$ cat src/rtl/geo_line_engine.sv
// Bresenham line rasteriser: one line command in, one pixel per clock out with full backpressure.
// Optional clip window discard is enabled by defining GEO_LINE_CLIP_EN.
module geo_line_engine #(
    parameter int CW = 12
) (
    input  logic                 clk,
    input  logic                 reset,
    input  logic                 cmd_valid,
    output logic                 cmd_ready,
    input  logic signed [CW-1:0] cmd_ax,
    input  logic signed [CW-1:0] cmd_ay,
    input  logic signed [CW-1:0] cmd_bx,
    input  logic signed [CW-1:0] cmd_by,
    input  logic signed [CW-1:0] clip_x0,
    input  logic signed [CW-1:0] clip_y0,
    input  logic signed [CW-1:0] clip_x1,
    input  logic signed [CW-1:0] clip_y1,
    input  logic                 abort,
    output logic                 pix_valid,
    input  logic                 pix_ready,
    output logic signed [CW-1:0] pix_x,
    output logic signed [CW-1:0] pix_y,
    output logic                 pix_last,
    output logic                 busy,
    output logic                 done
);

    typedef enum logic [1:0] {IDLE, SETUP, RUN} state_t;

    state_t state, state_next;

    logic signed [CW-1:0] cur_x, cur_y, end_x, end_y;
    logic signed [1:0]    sx, sy;
    logic signed [CW:0]   dx, dy;
    logic signed [CW+2:0] err, err_step;
    logic signed [CW+3:0] e2, dx_w, dy_w;
    logic signed [CW:0]   diff_x, diff_y, abs_x, abs_y;
    logic                 at_end, clipped, consume, step_x, step_y, done_next;

`ifdef GEO_LINE_CLIP_EN
    assign clipped = (state == RUN) &&
                     ((cur_x < clip_x0) || (cur_x > clip_x1) ||
                      (cur_y < clip_y0) || (cur_y > clip_y1));
`else
    logic unused_clip;
    assign unused_clip = ^{clip_x0, clip_y0, clip_x1, clip_y1};
    assign clipped     = 1'b0;
`endif

    assign at_end    = (cur_x == end_x) && (cur_y == end_y);
    assign pix_valid = (state == RUN) && !clipped;
    assign pix_last  = pix_valid && at_end;
    assign pix_x     = cur_x;
    assign pix_y     = cur_y;
    assign cmd_ready = (state == IDLE);
    assign busy      = (state != IDLE);
    assign consume   = (state == RUN) && (clipped || pix_ready);

    // Deltas are one bit wider than the coordinates so a full-span line cannot wrap.
    always_comb begin
        diff_x   = {end_x[CW-1], end_x} - {cur_x[CW-1], cur_x};
        diff_y   = {end_y[CW-1], end_y} - {cur_y[CW-1], cur_y};
        abs_x    = (diff_x < 0) ? -diff_x : diff_x;
        abs_y    = (diff_y < 0) ? -diff_y : diff_y;
        e2       = {err, 1'b0};
        dx_w     = (CW+4)'(dx);
        dy_w     = (CW+4)'(dy);
        step_x   = (e2 >= dy_w);
        step_y   = (e2 <= dx_w);
        err_step = err + (step_x ? (CW+3)'(dy) : '0) + (step_y ? (CW+3)'(dx) : '0);
    end

    always_comb begin
        state_next = state;
        done_next  = 1'b0;
        case (state)
            IDLE: begin
                if (cmd_valid) state_next = SETUP;
            end
            SETUP: begin
                if (abort) begin
                    state_next = IDLE;
                    done_next  = 1'b1;
                end else begin
                    state_next = RUN;
                end
            end
            RUN: begin
                if (abort || (consume && at_end)) begin
                    state_next = IDLE;
                    done_next  = 1'b1;
                end
            end
            default: state_next = IDLE;
        endcase
    end

    always_ff @(posedge clk or posedge reset) begin
        if (reset) begin
            state <= IDLE;
            done  <= 1'b0;
            cur_x <= '0;
            cur_y <= '0;
            end_x <= '0;
            end_y <= '0;
            sx    <= '0;
            sy    <= '0;
            dx    <= '0;
            dy    <= '0;
            err   <= '0;
        end else begin
            state <= state_next;
            done  <= done_next;
            case (state)
                IDLE: begin
                    if (cmd_valid) begin
                        cur_x <= cmd_ax;
                        cur_y <= cmd_ay;
                        end_x <= cmd_bx;
                        end_y <= cmd_by;
                        sx    <= (cmd_bx > cmd_ax) ? 2'sd1 : ((cmd_bx < cmd_ax) ? -2'sd1 : 2'sd0);
                        sy    <= (cmd_by > cmd_ay) ? 2'sd1 : ((cmd_by < cmd_ay) ? -2'sd1 : 2'sd0);
                    end
                end
                SETUP: begin
                    dx  <= abs_x;
                    dy  <= -abs_y;
                    err <= (CW+3)'(abs_x) - (CW+3)'(abs_y);
                end
                RUN: begin
                    if (consume && !at_end && !abort) begin
                        err <= err_step;
                        if (step_x) cur_x <= cur_x + CW'(sx);
                        if (step_y) cur_y <= cur_y + CW'(sy);
                    end
                end
                default: ;
            endcase
        end
    end

endmodule

$ cat config.mk
export PLATFORM = sky130hd
export DESIGN_NAME = geo_line_engine
export DESIGN_NICKNAME = d
export VERILOG_FILES = /design/src/rtl/geo_line_engine.sv
export SDC_FILE = /design/constraint.sdc
export NUM_CORES = 1
export LEC_CHECK = 0
export ABC_CLOCK_PERIOD_IN_PS = 6100
export BUFFER_PORTS_ARGS = -buffer_cell sky130_fd_sc_hd__buf_4
export CORE_MARGIN = 5
export CORE_UTILIZATION = 34
export DETAILED_ROUTE_END_ITERATION = 10
export GPL_ROUTABILITY_DRIVEN = 0
export PLACE_DENSITY = 0.64
export SYNTH_ARGS = -nofsm -noshare
export SYNTH_HDL_FRONTEND = slang
export SYNTH_SLANG_ARGS = --single-unit
$ cat constraint.sdc
create_clock -name clk -period 6.1 [get_ports clk]
set_input_delay 0.305 -clock clk [delete_from_list [all_inputs] [get_ports clk]]
set_output_delay 0.305 -clock clk [all_outputs]
set_load 0.005 [all_outputs]
[Word level (Yosys, flattened, before mapping)]
Cells that the tools add are included.
Cells by class
  reductions and logical operators: 18
  eq/ne operators: 9
  add/sub/neg operators: 10
  magnitude comparators: 8
  multiplexer cells: 25
Operators with widths (count)
  $mux 12: 6
  $pmux 12 s2: 2
  $mux 15: 3
  $neg 13->13: 3
  $add 15x15->15: 2
  $pmux 15 s2: 1
  $lt 13x1->1 const B: 2
  $mux 13: 2
  $sub 12x12->13: 2
  $add 12x2->12: 2
  $eq 12x12->1: 2
  $gt 12x12->1: 2
  $lt 12x12->1: 2
  $ge 16x13->1: 1
  $le 16x13->1: 1
  $mux 2: 7
  $sub 13x13->14: 1
  $ne 2x1->1 const B: 4
  $reduce_and 4->1: 2
  $logic_and 1x1->1: 6
  $pmux 2 s3: 1
  $reduce_and 2->1: 3
  $reduce_bool 2->1: 3
  $eq 2x1->1 const B: 1
  7 further kinds: 9
Word-level totals
  output and inout port bits: 29
  register bits: 96

[Longest topological paths before layout]
  word-level depth: 7
  gate-level depth with buffers: 22

[Worst setup path after synthesis]
Ideal clock, no wire load.
  kind: reg2reg
  start point: register dy[12]
  end point: register err[14]
  stages on the path, launching flop included: 21
  path buffers: 1
  data required time: 5.971 ns
  library setup time: 0.129 ns
  arrival time: 4.643 ns
  path slack: 1.328 ns
  cell sequence: dfrtp_1 -> inv_1 -> ha_1 -> nand4_1 -> or2_2 -> a2111o_1 -> and3_1 -> a21boi_0 -> nor2_1 -> clkbuf_1 -> nor2_1 -> fa_1 -> ha_1 -> a21oi_1 -> o21a_1 -> or4b_2 -> a31oi_1 -> a31oi_1 -> nand2b_1 -> a21oi_1 -> nand3b_1
Between the ends
  longest elaborated chain between the ends: 6
RTL lines
  start, declared: RTL line 34  | logic signed [CW:0] dx, dy;
  start signal, assigned: RTL line 127  | dy <= -abs_y;
  $ge 16x13->1: RTL line 68  | step_x = (e2 >= dy_w);
  $mux 15 *: RTL line 70  | err_step = err + (step_x ? (CW+3)'(dy) : '0) + (step_y ? (CW+3)'(dx) : '0);
  $add 15x15->15 * (2 in a row): RTL line 70
  $mux 15 *: RTL line 131  | if (consume && !at_end && !abort) begin
  $pmux 15 s2 *: RTL line 114  | case (state)
  end signal, assigned: RTL line 128  | err <= (CW+3)'(abs_x) - (CW+3)'(abs_y);
  end signal, assigned: RTL line 132  | err <= err_step;
  end, declared: RTL line 35  | logic signed [CW+2:0] err, err_step;
Every way passes the cells marked *; elsewhere a longest branch is shown, timed or not. The select of a mux whose other input is x is not followed.
A chain may end at the register's enable or synchronous reset.

[Worst setup path after layout]
  start point: register dy[12]
  end point: register err[13]
Same word-level chain as after synthesis.

==> impl_metrics.json <==
{
  "outcome": "completed",
  "flip_flop_cell_with_the_highest_count_after_synthesis": "dfrtp_1",
  "drc": 0,
  "postSynthCellCount": 1173,
  "layout.filler_cells": 2928,
  "setup_viol_count_final": 0,
  "fin_crit_ps": 5620,
  "yosys_warnings": 0,
  "synth_top_area_cell": "dfrtp_1",
  "nNetsFinal": 1499,
  "postSynthRegisterBits": 96,
  "wl_per_cell_um": 16.3,
  "critical_path_capture_point_type": "flip-flop",
  "start_util": 0.346,
  "area_growth_syn_to_layout_pct": 14.2,
  "vias": 8656,
  "finalHoldWorstSlack_ps": 162,
  "maxSlewHeadroom": 0.206,
  "drt.antenna.violating_nets": 0,
  "final_hold_viol_count": 0,
  "max_clock_freq_mhz": 178,
  "critPathArrivalTime_ps": 5860,
  "fin_worst_skew_ps": 10.4,
  "clk_latency_ps": 360,
  "buffer_ports.inserted": 81,
  "grt_max_degree": 71,
  "critical-path-slowest-cell": "fa_1",
  "final_common_cell": "ha_1",
  "cts-buffers-inserted": 9,
  "final_cell_mix": "131 x ha_1, 117 x inv_1, 105 x nor2_1",
  "finish.utilization": 0.396,
  "mappedNetlistNets": 1426,
  "drt-vias-per-instance": 5.29,
  "tritoncts": "yes",
  "synth_seq_area_share": 0.240,
  "maximum_single_stage_delay_on_the_critical_path_ps": 450,
  "core_um2": 28900,
  "post_synth_arst_share": 1.00,
  "synth.cell_area_um2": 10000,
  "floorplan.die.height_um": 181,
  "critPathKind": "flip-flop to flip-flop",
  "grt_pass1_wl_mm": 44.6,
  "min_path_type": "input port to flip-flop",
  "deepest_level_of_the_cts_h_tree": 3,
  "initial_antenna_violation_count": 0,
  "unrepaired_setup_endpoints_after_global_routing": "false",
  "synthesis.area_per_instance_um2": 8.52,
  "number_of_enable_type_register_cells_in_the_synthesized_netlist": 0,
  "actual_transition_at_the_worst_max_transition_pin_ps": 1190,
  "setup_tns_ps": 0,
  "detail_route.iter0.violations": 472,
  "dieArea_um2": 32900,
  "detailed_place_hpwl_mm": 21.2,
  "fp.dieW_um": 181,
  "share_of_final_layout_standard_cells_stronger_than_drive_strength_1": 0.140,
  "wirelength_mm": 26.6,
  "clk_transition_reported_paths_ps": 80,
  "yosysTopAreaCellShare": 0.240,
  "grt_pass1_vias": 8689,
  "detailedRoute.firstPassIterationCount": 7,
  "global_route.overflow_total": 0,
  "timing.critical_path.fanout_max": 6,
  "worstPathCellList": "inv_1, ha_1, nand4_1, or2_2, a2111o_1, and3_1, a21boi_0, nor2_1, nor2_1, fa_1, ha_1, fa_1, a21o_1, a21oi_1, o21bai_1, a21oi_1, o21ai_0, a31o_2, a31oi_1, or4_1, nand3_1",
  "netlist-cell-type-count": 85,
  "antenna-diode-count": 0,
  "grtUsageTotal": 0.162,
  "timing.final.crit_share": 0.921,
  "cts_root_buf": "clkbuf_16",
  "top_level_ports": 130,
  "post_cts_resize_count": 0,
  "top_area_cells_in_the_synthesized_netlist": "dfrtp_1 24%, ha_1 17%, a21oi_1 4.9%",
  "rows": 62,
  "critPathRequiredTime_ps": 6340,
  "postcts_setup_bufs": 0,
  "clk_sink_count": 96,
  "maxCapViolations": 0,
  "cts.path.max_buffers": 2,
  "finalMaxSlewViolations": 0,
  "crit_path_start_kind": "flip-flop"
}
## final cells by class
| type | instances | area [um^2] | area share |
|---|---|---|---|
| repair buffers | 93 | 701 | 0.0614 |
| well taps | 384 | 480 | 0.0421 |
| inverters | 118 | 445 | 0.0390 |
| multi-input cells | 928 | 7040 | 0.616 |
| clock inverters | 6 | 116 | 0.0102 |
| flip-flops and latches | 96 | 2400 | 0.210 |
| clock buffers | 10 | 239 | 0.0209 |
## routing by layer
metal	track usage	up-vias	wire length [um]
li1	-	4339	-
met1	0.226	4113	13000
met2	0.267	172	12300
met3	0.0134	32	775
met4	0.0492	0	575
met5	0	-	0
## logic make-up (layout without fill, tap and decap cells)
kind of cell	count (synthesis)	after routing	share of synthesized area
AND/OR/NAND/NOR	344	344	0.175
flip-flops	96	96	0.240
XOR/XNOR	73	73	0.0647
adder cells (fa/ha/maj)	152	152	0.205
buffers and inverters	149	227	0.0572
multiplexers	54	54	0.0582
AO/OA/AOI/OAI	305	305	0.200
## worst paths after layout
kind / startpoint / endpoint / slack (ps) / cells after the start
worst max-delay path: dy[12]$_DFFE_PP0P_ / err[13]$_DFFE_PP0P_ / 480 / 21
worst min-delay path: cmd_bx[0] / end_x[0]$_DFFE_PP0P_ / 160 / 3
worst max register to register: dy[12]$_DFFE_PP0P_ / err[13]$_DFFE_PP0P_ / 480 / 21
worst min register to register: dx[3]$_DFFE_PP0P_ / dx[3]$_DFFE_PP0P_ / 510 / 1
max in group asynchronous: reset / dy[9]$_DFFE_PP0P_ / 4340 / 4
min in group asynchronous: reset / pix_y[10]$_DFFE_PP0P_ / 490 / 3
## state kept, by name, summed over array words and instances (netlist names)
register / cells
err: 15
dx: 13
dy: 13
end_x: 12
end_y: 12
pix_x: 12
pix_y: 12
state: 2
sx: 2
sy: 2
done: 1
## cell usage after synthesis, types with 21 or more instances
library cell,count
inv_1,118
nor3_1,23
a21oi_1,97
ha_1,132
xnor2_1,43
a21o_1,29
a31oi_1,23
dfrtp_1,96
nor2_1,105
mux2i_1,21
nor2b_1,27
xor2_1,29
mux2_2,33
nand2_1,68
o21ai_0,59
clkbuf_1,22
## critical path: cells and delay by family (launching register included)
family,cells,cell delay [ps]
AOI/OAI and AO/OA,9,2210
adders and majority gates,4,1500
and+or+nand+nor,7,1280
DFF,1,360
buffers and inverters,1,130
## repair_timing
| action | in CTS | in global routing |
|---|---|---|
| hold endpoints to repair | 26 | 0 |
| hold buffers | 1 | 0 |
| endpoints found under the setup margin | 0 | 0 |
## through the flow
stage | instance area, um^2 | setup WS (ps) | instances
5_1_grt | 11400 | 150 | 1635
6_report | 11400 | 484 | 1635
2_1_floorplan | 10000 | 1330 | 1173
3_3_place_gp | 11100 | 656 | 1618
4_1_cts | 11400 | 504 | 1635
3_5_place_dp | 11100 | 548 | 1618
Power is not shown: default switching activity piles up to over one toggle a cycle in this logic, so the estimate is an artifact.
